==> src/rtl/dds_pkg.sv <==
// DDS shared package: waveform mode enum, mode width,
// channel-select width helper and parameter legality check.
package dds_pkg;

  typedef enum logic [1:0] {
    PULSE = 2'd0,
    SAW   = 2'd1,
    TRI   = 2'd2,
    OFF   = 2'd3
  } mode_e;

  localparam int MODE_W = 2;

  function automatic int ch_width(input int n);
    return (n > 1) ? $clog2(n) : 1;
  endfunction

  function automatic bit params_ok(
    input int num_ch,
    input int bw,
    input int tw,
    input int pw,
    input int pow
  );
    return (num_ch >= 1) && (tw >= 1) && (tw <= pw) &&
           (pow >= 1) && (pow <= pw) && (pow <= bw);
  endfunction

endpackage

==> src/rtl/dds_chan.sv <==
// One DDS channel: phase accumulator, shadow config committed
// on wrap, and a registered waveform stage.
// Ports: clk, rst (sync high), en, sync, wr + wr_* payload in;
// pending, sig (BITWIDTH), wrap (1-cycle pulse) out.
module dds_chan
  import dds_pkg::*;
#(
  parameter int BITWIDTH     = 32,
  parameter int TUNE_WIDTH   = 16,
  parameter int PA_WIDTH     = 23,
  parameter int PA_OUT_WIDTH = 14
) (
  input  logic                    clk,
  input  logic                    rst,
  input  logic                    en,
  input  logic                    sync,
  input  logic                    wr,
  input  logic [TUNE_WIDTH-1:0]   wr_tune,
  input  logic [PA_OUT_WIDTH-1:0] wr_offset,
  input  logic [PA_OUT_WIDTH-1:0] wr_duty,
  input  logic [MODE_W-1:0]       wr_mode,
  output logic                    pending,
  output logic [BITWIDTH-1:0]     sig,
  output logic                    wrap
);

  localparam int SH = BITWIDTH - PA_OUT_WIDTH;
  localparam int ZX = PA_WIDTH + 1 - TUNE_WIDTH;

  logic [PA_WIDTH-1:0]     acc_q, acc_d;
  logic [TUNE_WIDTH-1:0]   tune_q, tune_d;
  logic [TUNE_WIDTH-1:0]   sh_tune_q, sh_tune_d;
  logic [PA_OUT_WIDTH-1:0] offset_q, offset_d;
  logic [PA_OUT_WIDTH-1:0] sh_offset_q, sh_offset_d;
  logic [PA_OUT_WIDTH-1:0] duty_q, duty_d;
  logic [PA_OUT_WIDTH-1:0] sh_duty_q, sh_duty_d;
  mode_e                   mode_q, mode_d;
  mode_e                   sh_mode_q, sh_mode_d;
  logic                    pend_q, pend_d;
  logic                    wrap_q, wrap_d;
  logic [BITWIDTH-1:0]     sig_q, sig_d;

  logic [PA_WIDTH:0]       sum;
  logic                    commit;
  logic [PA_OUT_WIDTH-1:0] phase;
  logic [PA_OUT_WIDTH-1:0] tri_w;

  always_comb begin
    sum = {1'b0, acc_q} + {{ZX{1'b0}}, tune_q};
    // A stopped or frozen accumulator never wraps, so commit at once.
    commit = pend_q &
             (sync | ~en | (tune_q == '0) | sum[PA_WIDTH]);

    tune_d      = tune_q;
    offset_d    = offset_q;
    duty_d      = duty_q;
    mode_d      = mode_q;
    sh_tune_d   = sh_tune_q;
    sh_offset_d = sh_offset_q;
    sh_duty_d   = sh_duty_q;
    sh_mode_d   = sh_mode_q;
    pend_d      = pend_q;
    acc_d       = acc_q;
    wrap_d      = 1'b0;

    if (commit) begin
      tune_d   = sh_tune_q;
      offset_d = sh_offset_q;
      duty_d   = sh_duty_q;
      mode_d   = sh_mode_q;
      pend_d   = 1'b0;
    end

    // wr only arrives while not pending, so never races commit.
    if (wr) begin
      sh_tune_d   = wr_tune;
      sh_offset_d = wr_offset;
      sh_duty_d   = wr_duty;
      sh_mode_d   = mode_e'(wr_mode);
      pend_d      = 1'b1;
    end

    if (sync) begin
      acc_d = '0;
    end else if (en) begin
      acc_d  = sum[PA_WIDTH-1:0];
      wrap_d = sum[PA_WIDTH];
    end

    phase = acc_q[PA_WIDTH-1 -: PA_OUT_WIDTH] + offset_q;
    tri_w = (phase[PA_OUT_WIDTH-1] ? ~phase : phase) << 1;

    sig_d = '0;
    unique case (mode_q)
      PULSE:   sig_d = (phase < duty_q) ? '1 : '0;
      SAW:     sig_d = BITWIDTH'(phase) << SH;
      TRI:     sig_d = BITWIDTH'(tri_w) << SH;
      default: sig_d = '0;
    endcase
  end

  always_ff @(posedge clk) begin
    if (rst) begin
      acc_q       <= '0;
      tune_q      <= '0;
      offset_q    <= '0;
      duty_q      <= '0;
      mode_q      <= OFF;
      sh_tune_q   <= '0;
      sh_offset_q <= '0;
      sh_duty_q   <= '0;
      sh_mode_q   <= OFF;
      pend_q      <= 1'b0;
      wrap_q      <= 1'b0;
      sig_q       <= '0;
    end else begin
      acc_q       <= acc_d;
      tune_q      <= tune_d;
      offset_q    <= offset_d;
      duty_q      <= duty_d;
      mode_q      <= mode_d;
      sh_tune_q   <= sh_tune_d;
      sh_offset_q <= sh_offset_d;
      sh_duty_q   <= sh_duty_d;
      sh_mode_q   <= sh_mode_d;
      pend_q      <= pend_d;
      wrap_q      <= wrap_d;
      sig_q       <= sig_d;
    end
  end

  assign pending = pend_q;
  assign sig     = sig_q;
  assign wrap    = wrap_q;

endmodule

==> src/rtl/dds_mc.sv <==
// Multi-channel DDS top: config write decode, cfg_ready mux
// and output packing around NUM_CH dds_chan instances.
// Ports: clk, RST, cfg_* write port, EN, SYNC in;
// cfg_ready, sig_out (NUM_CH*BITWIDTH), wrap (NUM_CH) out.
module dds_mc
  import dds_pkg::*;
#(
  parameter int NUM_CH       = 4,
  parameter int BITWIDTH     = 32,
  parameter int TUNE_WIDTH   = 16,
  parameter int PA_WIDTH     = 23,
  parameter int PA_OUT_WIDTH = 14
) (
  input  logic                             clk,
  input  logic                             RST,
  input  logic                             cfg_valid,
  output logic                             cfg_ready,
  input  logic [ch_width(NUM_CH)-1:0]      cfg_ch,
  input  logic [TUNE_WIDTH-1:0]            cfg_tune,
  input  logic [PA_OUT_WIDTH-1:0]          cfg_offset,
  input  logic [PA_OUT_WIDTH-1:0]          cfg_duty,
  input  logic [MODE_W-1:0]                cfg_mode,
  input  logic                             EN,
  input  logic                             SYNC,
  output logic [NUM_CH*BITWIDTH-1:0]       sig_out,
  output logic [NUM_CH-1:0]                wrap
);

  localparam int CH_W = ch_width(NUM_CH);

  if (!params_ok(NUM_CH, BITWIDTH, TUNE_WIDTH,
                 PA_WIDTH, PA_OUT_WIDTH)) begin : g_bad_params
    $error("dds_mc: illegal parameter combination");
  end

  logic [NUM_CH-1:0] pend;
  logic              ch_ok;
  logic              accept;

  always_comb begin
    ch_ok     = {1'b0, cfg_ch} < (CH_W + 1)'(NUM_CH);
    cfg_ready = 1'b0;
    // Unmapped channels always accept and silently drop.
    if (!RST) cfg_ready = ch_ok ? ~pend[cfg_ch] : 1'b1;
    accept = cfg_valid & cfg_ready & ch_ok;
  end

  for (genvar k = 0; k < NUM_CH; k++) begin : g_ch
    logic wr_k;
    assign wr_k = accept & (cfg_ch == CH_W'(k));

    dds_chan #(
      .BITWIDTH    (BITWIDTH),
      .TUNE_WIDTH  (TUNE_WIDTH),
      .PA_WIDTH    (PA_WIDTH),
      .PA_OUT_WIDTH(PA_OUT_WIDTH)
    ) u_chan (
      .clk      (clk),
      .rst      (RST),
      .en       (EN),
      .sync     (SYNC),
      .wr       (wr_k),
      .wr_tune  (cfg_tune),
      .wr_offset(cfg_offset),
      .wr_duty  (cfg_duty),
      .wr_mode  (cfg_mode),
      .pending  (pend[k]),
      .sig      (sig_out[k*BITWIDTH +: BITWIDTH]),
      .wrap     (wrap[k])
    );
  end

endmodule

==> config.mk <==
export PLATFORM = sky130hd
export DESIGN_NAME = dds_mc
export DESIGN_NICKNAME = d
export VERILOG_FILES = /design/src/rtl/dds_pkg.sv /design/src/rtl/dds_chan.sv /design/src/rtl/dds_mc.sv
export SDC_FILE = /design/constraint.sdc
export NUM_CORES = 1
export LEC_CHECK = 0
export BUFFER_PORTS_ARGS = -buffer_cell sky130_fd_sc_hd__buf_2
export CORE_ASPECT_RATIO = 1.1
export CORE_MARGIN = 3
export CORE_UTILIZATION = 40
export CTS_CLUSTER_DIAMETER = 40
export DETAILED_ROUTE_END_ITERATION = 8
export GPL_TIMING_DRIVEN = 1
export HOLD_SLACK_MARGIN = 0.12
export SLEW_MARGIN = 5
export SYNTH_ARGS = -nofsm -noshare
export SYNTH_HDL_FRONTEND = slang
export SYNTH_SLANG_ARGS = --single-unit
==> constraint.sdc <==
create_clock -name clk -period 4.4 [get_ports clk]
set_clock_uncertainty 0.05 [all_clocks]
set_input_delay 0.22 -clock clk [delete_from_list [all_inputs] [get_ports clk]]
set_output_delay 0.22 -clock clk [all_outputs]
set_load 0.05 [all_outputs]
==> results of run 1 <==
==> cell usage in the layout, fill, tap and decap left out, types with 25 or more instances in the layout <==
master / n
nor2b_1: 37
ha_1: 167
nand3_1: 28
a21oi_1: 411
clkbuf_16: 87
nand2_1: 632
a21o_1: 40
xor2_1: 46
inv_1: 109
mux2i_1: 124
a211oi_1: 25
dlygate4sd3_1: 53
dfxtp_1: 528
o22ai_1: 46
xnor2_1: 95
buf_4: 40
buf_2: 185
nor2_1: 248
o21ai_0: 76
==> cells by family after synthesis <==
logic type               share of synthesized area (%)
AO/OA/AOI/OAI                                    17.48
XOR/XNOR                                         4.924
adder cells (fa/ha/maj)                          8.610
buffers and inverters                            6.157
flip-flops                                       40.23
multiplexers                                     4.810
AND/OR/NAND/NOR                                  17.79
==> stage by stage <==
stage / utilization [%] / setup slack, ps / hold slack [ps] / power, mW
after global placement: 42.70 / 105.5 / 391.9 / 5.340
final: 48.35 / 168.4 / 170.5 / 12.28
after floorplan: - / 303.4 / 290.9 / 5.157
after detailed placement: 42.70 / 71.83 / 395.9 / 5.342
after CTS: 48.23 / 48.17 / 129.8 / 12.40
after global routing: 48.35 / -41.61 / 194.3 / 12.67
==> timing repair <==
action | in CTS | in global routing
hold buffers | 53 | 0
endpoints found under the setup margin | 0 | 30
hold endpoints to repair | 238 | 0
resized for setup | 0 | 14
buffers inserted | 0 | 2
==> registers in the layout, summed over array words and instances, names as in the netlist <==
register                 cells
g_ch.u_chan.mode_q           8
g_ch.u_chan.duty_q          56
g_ch.u_chan.offset_q        56
g_ch.u_chan.tune_q          64
g_ch.u_chan.sh_tune_q       64
g_ch.u_chan.sh_mode_q        8
g_ch.u_chan.acc_q           92
g_ch.u_chan.sh_offset_q     56
g_ch.u_chan.wrap             4
g_ch.u_chan.sig             60
g_ch.u_chan.sh_duty_q       56
g_ch.u_chan.pending          4
==> cell type report <==
type	instances	area (um^2)	area share (%)
clock buffer	102	2313	7.438
antenna	2	5.005	0.01609
tap	841	1052	3.383
sequential	528	10570	33.98
inverter	110	412.9	1.328
timing repair buffer	282	1832	5.889
clock inverter	56	711.9	2.289
multi-input combinational	2313	14200	45.67
==> critical path, delay by kind of cell (launching register included) <==
family / cells / cell delay (ps)
flops: 1 / 310
simple gates: 5 / 810
compound gates: 8 / 1990
buf+inv: 2 / 290
fa+ha+maj: 3 / 690
==> routing by layer <==
| metal | vias up | routed length (um) | track usage [%] |
|---|---|---|---|
| li1 | 11180 | - | - |
| met1 | 10380 | 34920 | 29.14 |
| met2 | 590 | 33080 | 33.08 |
| met3 | 112 | 4960 | 3.782 |
| met4 | 0 | 1895 | 7.060 |
| met5 | - | 0 | 0 |
==> how the worst max path moves through the flow <==
stage / startpoint / endpoint / slack, ps
global route: g_ch[2].u_chan.offset_q[0] / g_ch[2].u_chan.sig[31] / -40
CTS: g_ch[2].u_chan.offset_q[0] / g_ch[2].u_chan.sig[31] / 50
finish: g_ch[2].u_chan.offset_q[0] / g_ch[2].u_chan.sig[31] / 170
global placement: g_ch[2].u_chan.acc_q[9] / g_ch[2].u_chan.sig[31] / 110
detailed placement: g_ch[2].u_chan.acc_q[9] / g_ch[2].u_chan.sig[31] / 70
floorplan: g_ch[2].u_chan.offset_q[0] / g_ch[2].u_chan.sig[21] / 300
==> power by group <==
part           internal, mW  total (mW)  switching [mW]
sequential             4.83        4.86          0.0290
combinational         0.123       0.425           0.302
clock                  4.42        6.99            2.57
total                  9.38        12.3            2.90
==> metrics.txt, run 1 <==
Slew @ Worst Pin=1091 ps; Cell Area, Placed=0.02747 mm^2; Hold Crit Start=cfg_valid; fmax=236.3 MHz; CP Max Fanout=6; Starting Density=40.85%; Max IR drop VDD=0.0005175 V; Fill cells=6347; crit path launch type=flip-flop; CTS Root Buffer Type=clkbuf_16; post-synthesis sequential area ratio=40.23%; cell count of the worst reg-to-reg path=18; Clock Tree Buf Depth=3; status=finished clean; number of library cell types mapped by synthesis=82; first-pass GRT wire length=115100 um; via density per instance=5.257; final RePlAce weighted congestion=0.8864; Critical Path, Cell by Cell=ha_1 -> inv_1 -> fa_2 -> nor2b_4 -> o31a_1 -> or4_4 -> a221o_1 -> nor4bb_1 -> a311o_2 -> ha_4 -> nand4_1 -> nor2_2 -> a2111oi_2 -> o211ai_1 -> a31oi_1 -> buf_4 -> a21oi_1 -> o32ai_1; Routed Wire Length=74850 um; Post-synth top cells=nand2_1 (632), dfxtp_1 (528), a21oi_1 (414), nor2_1 (251), ha_1 (168); DRC viols=0; pins over their slew limit=0; Setup-failing EPs final=0; finished layout cell area=0.03110 mm^2; critical path arrival=4710 ps; count leader, synth=nand2_1; Hold Path Stages=5; RSZ-0062 raised after global routing=true; Critical Path Sink Type=flip-flop; Crit Path Class=flip-flop to flip-flop; critical path's slowest cell=or4_4; DRT Pass-1 Iters=5; Worst-Skew Late Latency=640 ps; post-synthesis async set-or-reset flop share=0%; Tmin final=4232 ps; post-route ant nets=0; DP Wirelength=51650 um; DP Cell Count=4017; Clock Sinks=528; Num CTS Buffers=87; drt wl/cell=17.68 um; global-route total usage across every layer=21.02%; H-tree levels=3; P per Cell Area=394.8 mW/mm^2; PortBufs=185; EDFF count, synth=0; CP Data Required Time=4880 ps; Hold Crit Class=input port to flip-flop; reg2reg end=g_ch[2].u_chan.sig[31]; final hold viol count=0; antenna violations before repair=2; CTS tree=built; die area=0.06880 mm^2; Syn Area/Cell=8.263 um^2; io pins=186; post-synthesis cell area=0.02628 mm^2; syn nets=3409; Pleak=12.38 nW; setup TNS=0 ps; largest net degree at the start of global routing=140; top post-synthesis cells by area=dfxtp_1 (40%), nand2_1 (9.0%), ha_1 (8.0%), a21oi_1 (7.9%), mux2i_1 (4.7%); Reg2Reg Setup Slack=170 ps; core area=0.06432 mm^2; top-area cell type share of the netlist area=40.23%; main flop type after synthesis=dfxtp_1; crit share post-route=96.17%; number of synthesized register bits=528; # rows=97; Yosys Warn Count=0; reported max-cap violation count=0; P&R area growth vs syn=18.37%; cell taking the most area after synthesis=dfxtp_1; CP peak stage delay=430 ps; sink of the worst hold path=g_ch[1].u_chan.sh_tune_q[6]; Die Span Y=274.8 um; max_slew headroom=27.03%; Reg clk slew, reported paths=50 ps; Syn Inst Count=3180; FF-to-FF Start=g_ch[2].u_chan.offset_q[0]; 1st-iter DRT viols=1545; vias in the first global route=20.49k; final cell count without fillers=4234; die width=250.4 um; Final nets=3551; share of post-route cells with drive strength above 1=12.36%; routed vias=22.26k; total grt overflow=0
(Power assumes the default switching activity.)
==> run 2, diff against run 1 <==
==> constraint.sdc (replaced) <==
create_clock -name clk -period 5.27 [get_ports clk]
set_clock_uncertainty 0.05 [all_clocks]
set_input_delay 0.2635 -clock clk [delete_from_list [all_inputs] [get_ports clk]]
set_output_delay 0.2635 -clock clk [all_outputs]
set_load 0.05 [all_outputs]
==> run 2 against run 1 <==
Design area is 0.81% lower. Routed wire length is 0.49% higher. Final cell count decreased by 0.47%.
==> metrics.txt, run 2 (same netlist as run 1, synthesis figures left out) <==
status=finished clean (unchanged); Hold Crit Start=EN (was cfg_valid); Slew @ Worst Pin=1203 ps (was 1091 ps); most frequent cells in the layout=nand2_1 (632), dfxtp_1 (528), a21oi_1 (414) (was nand2_1 (632), dfxtp_1 (528), a21oi_1 (411)); P per Cell Area=330.4 mW/mm^2 (was 394.8 mW/mm^2); FF-to-FF Start=g_ch[1].u_chan.acc_q[17] (was g_ch[2].u_chan.offset_q[0]); post-route ant nets=0 (unchanged); Hold Buf Count CTS=48 (was 53); P&R area growth vs syn=17.41% (was 18.37%); delay-heaviest family, CP=compound AO/OA/AOI/OAI gates (unchanged); Hold Crit Class=input port to flip-flop (unchanged); Critical Path, Cell by Cell=ha_1 -> nand3_1 -> or3_1 -> o211ai_1 -> a21oi_1 -> xnor2_2 -> ha_1 -> nand4_1 -> nor2_1 -> a2111oi_0 -> o211ai_1 -> a31oi_1 -> buf_4 -> a21oi_1 -> o32ai_1 (was ha_1 -> inv_1 -> fa_2 -> nor2b_4 -> o31a_1 -> or4_4 -> a221o_1 -> nor4bb_1 -> a311o_2 -> ha_4 -> nand4_1 -> nor2_2 -> a2111oi_2 -> o211ai_1 -> a31oi_1 -> buf_4 -> a21oi_1 -> o32ai_1); routed vias=22.31k (was 22.26k); Clock Tree Buf Depth=3 (unchanged); DP Wirelength=51770 um (was 51650 um); CTS Root Buffer Type=clkbuf_16 (unchanged); Final nets=3528 (was 3551); final hold viol count=0 (unchanged); Pleak=12.24 nW (was 12.38 nW); io pins=186 (unchanged); largest reg by FF count=g_ch.u_chan.acc_q (unchanged); Tot Pwr=10.19 mW (was 12.28 mW); core area=0.06432 mm^2 (unchanged); critical path arrival=4950 ps (was 4710 ps); Tmin final=4477 ps (was 4232 ps); DRT Pass-1 Iters=5 (unchanged); 1st-iter DRT viols=1580 (was 1545); die width=250.4 um (unchanged); first-pass GRT wire length=116600 um (was 115100 um); global-route total usage across every layer=21.21% (was 21.02%); Max IR drop VDD=0.0002832 V (was 0.0005175 V); Die Span Y=274.8 um (unchanged); Critical Path Sink Type=flip-flop (unchanged); Num CTS Buffers=82 (was 87); Cell Area, Placed=0.02737 mm^2 (was 0.02747 mm^2); PortBufs=185 (unchanged); crit share post-route=84.96% (was 96.17%); pins over their slew limit=0 (unchanged); Worst-Skew Late Latency=630 ps (was 640 ps); Clock Sinks=528 (unchanged); die area=0.06880 mm^2 (unchanged); final cell count without fillers=4214 (was 4234); Reg clk slew, reported paths=60 ps (was 50 ps); max reg flops=92 (unchanged); vias in the first global route=20.55k (was 20.49k); setup TNS=0 ps (unchanged); Setup-failing EPs final=0 (unchanged); post-CTS setup buffers=0 (unchanged); biggest regs=g_ch.u_chan.acc_q (92), g_ch.u_chan.sh_tune_q (64), g_ch.u_chan.tune_q (64) (unchanged); via density per instance=5.294 (was 5.257); critical path's slowest cell=xnor2_2 (was or4_4); drt wl/cell=17.85 um (was 17.68 um); finished layout cell area=0.03085 mm^2 (was 0.03110 mm^2); CP Max Fanout=15 (was 6); Worst Hold Slack=177.0 ps (was 170.5 ps); max_slew headroom=19.49% (was 27.03%); final RePlAce weighted congestion=0.8647 (was 0.8864); # rows=97 (unchanged); CP startpoint=g_ch[1].u_chan.acc_q[17] (was g_ch[2].u_chan.offset_q[0]); post-cts sizing count=0 (unchanged); Starting Density=40.85% (unchanged); antenna violations before repair=4 (was 2); DP Cell Count=4008 (was 4017); reported max-cap violation count=0 (unchanged); CP Data Required Time=5740 ps (was 4880 ps); largest net degree at the start of global routing=119 (was 140); RSZ-0062 raised after global routing=false (was true); Crit Path Class=flip-flop to flip-flop (unchanged); DRC viols=0 (unchanged); Routed Wire Length=75220 um (was 74850 um); CP peak stage delay=790 ps (was 430 ps); CTS tree=built (unchanged); CP bufs+invs=1 (was 2); crit path launch type=flip-flop (unchanged); most common cell after layout, fill and taps aside=nand2_1 (unchanged); total grt overflow=0 (unchanged); Fill cells=6331 (was 6347); fmax=223.3 MHz (was 236.3 MHz); share of post-route cells with drive strength above 1=11.73% (was 12.36%); H-tree levels=3 (unchanged)
-- run 2: cell types whose count changed in the layout (fill, tap and decap cells not counted), moves of 3 or more --
| cell | delta |
|---|---|
| clkbuf_1 | -3 |
| inv_6 | +6 |
| a21oi_1 | +3 |
| dlygate4sd3_1 | -5 |
| clkinv_2 | -5 |
| diode_2 | +3 |
| a21oi_2 | -3 |
| buf_4 | -9 |
-- run 2: final timing paths --
| check | cells after the start | slack, ps | endpoint |
|---|---|---|---|
| worst max register to register | 15 | 790 | g_ch[1].u_chan.sig[31] |
| worst min register to register | 2 | 390 | g_ch[0].u_chan.duty_q[1] |
| worst min-delay path | 3 | 180 | g_ch[3].u_chan.acc_q[4] |
| worst max-delay path | 15 | 790 | g_ch[1].u_chan.sig[31] |
-- run 2: final cells by class --
cell class	count	area [um^2]	area share [%]
diodes	5	12.51	0.04056
repair buffers	264	1664	5.394
flip-flops and latches	528	10570	34.26
inverters	110	412.9	1.338
clock inverters	56	732.0	2.373
well taps	841	1052	3.411
clock buffers	97	2252	7.300
multi-input cells	2313	14150	45.88
-- run 2: worst register-to-register path, delay by kind of cell (launching register included) --
| family | cells | cell delay [ps] |
|---|---|---|
| compound gates | 7 | 1370 |
| xor+xnor | 1 | 790 |
| fa+ha+maj | 2 | 850 |
| buf+inv | 1 | 230 |
| flops | 1 | 350 |
| simple gates | 4 | 730 |
-- run 2: metrics by stage --
stage | setup slack [ps] | util (%)
2_1_floorplan | 1173 | -
3_3_place_gp | 921.6 | 42.56
3_5_place_dp | 899.9 | 42.56
4_1_cts | 851.0 | 47.94
5_1_grt | 443.2 | 47.95
6_report | 792.7 | 47.96
-- run 2: routing by layer --
| layer | vias to the layer above | track usage [%] | wire length (um) |
|---|---|---|---|
| met2 | 526 | 33.43 | 33590 |
| met5 | - | 0 | 0 |
| met1 | 10480 | 29.10 | 34980 |
| met4 | 0 | 8.366 | 2482 |
| li1 | 11170 | - | - |
| met3 | 135 | 3.451 | 4164 |
-- run 2: report_power, final --
| group | switching [mW] | internal [mW] | leakage [nW] |
|---|---|---|---|
| combinational | 0.249 | 0.0983 | 6.54 |
| sequential | 0.0244 | 4.03 | 4.26 |
| clock | 2.12 | 3.67 | 1.44 |
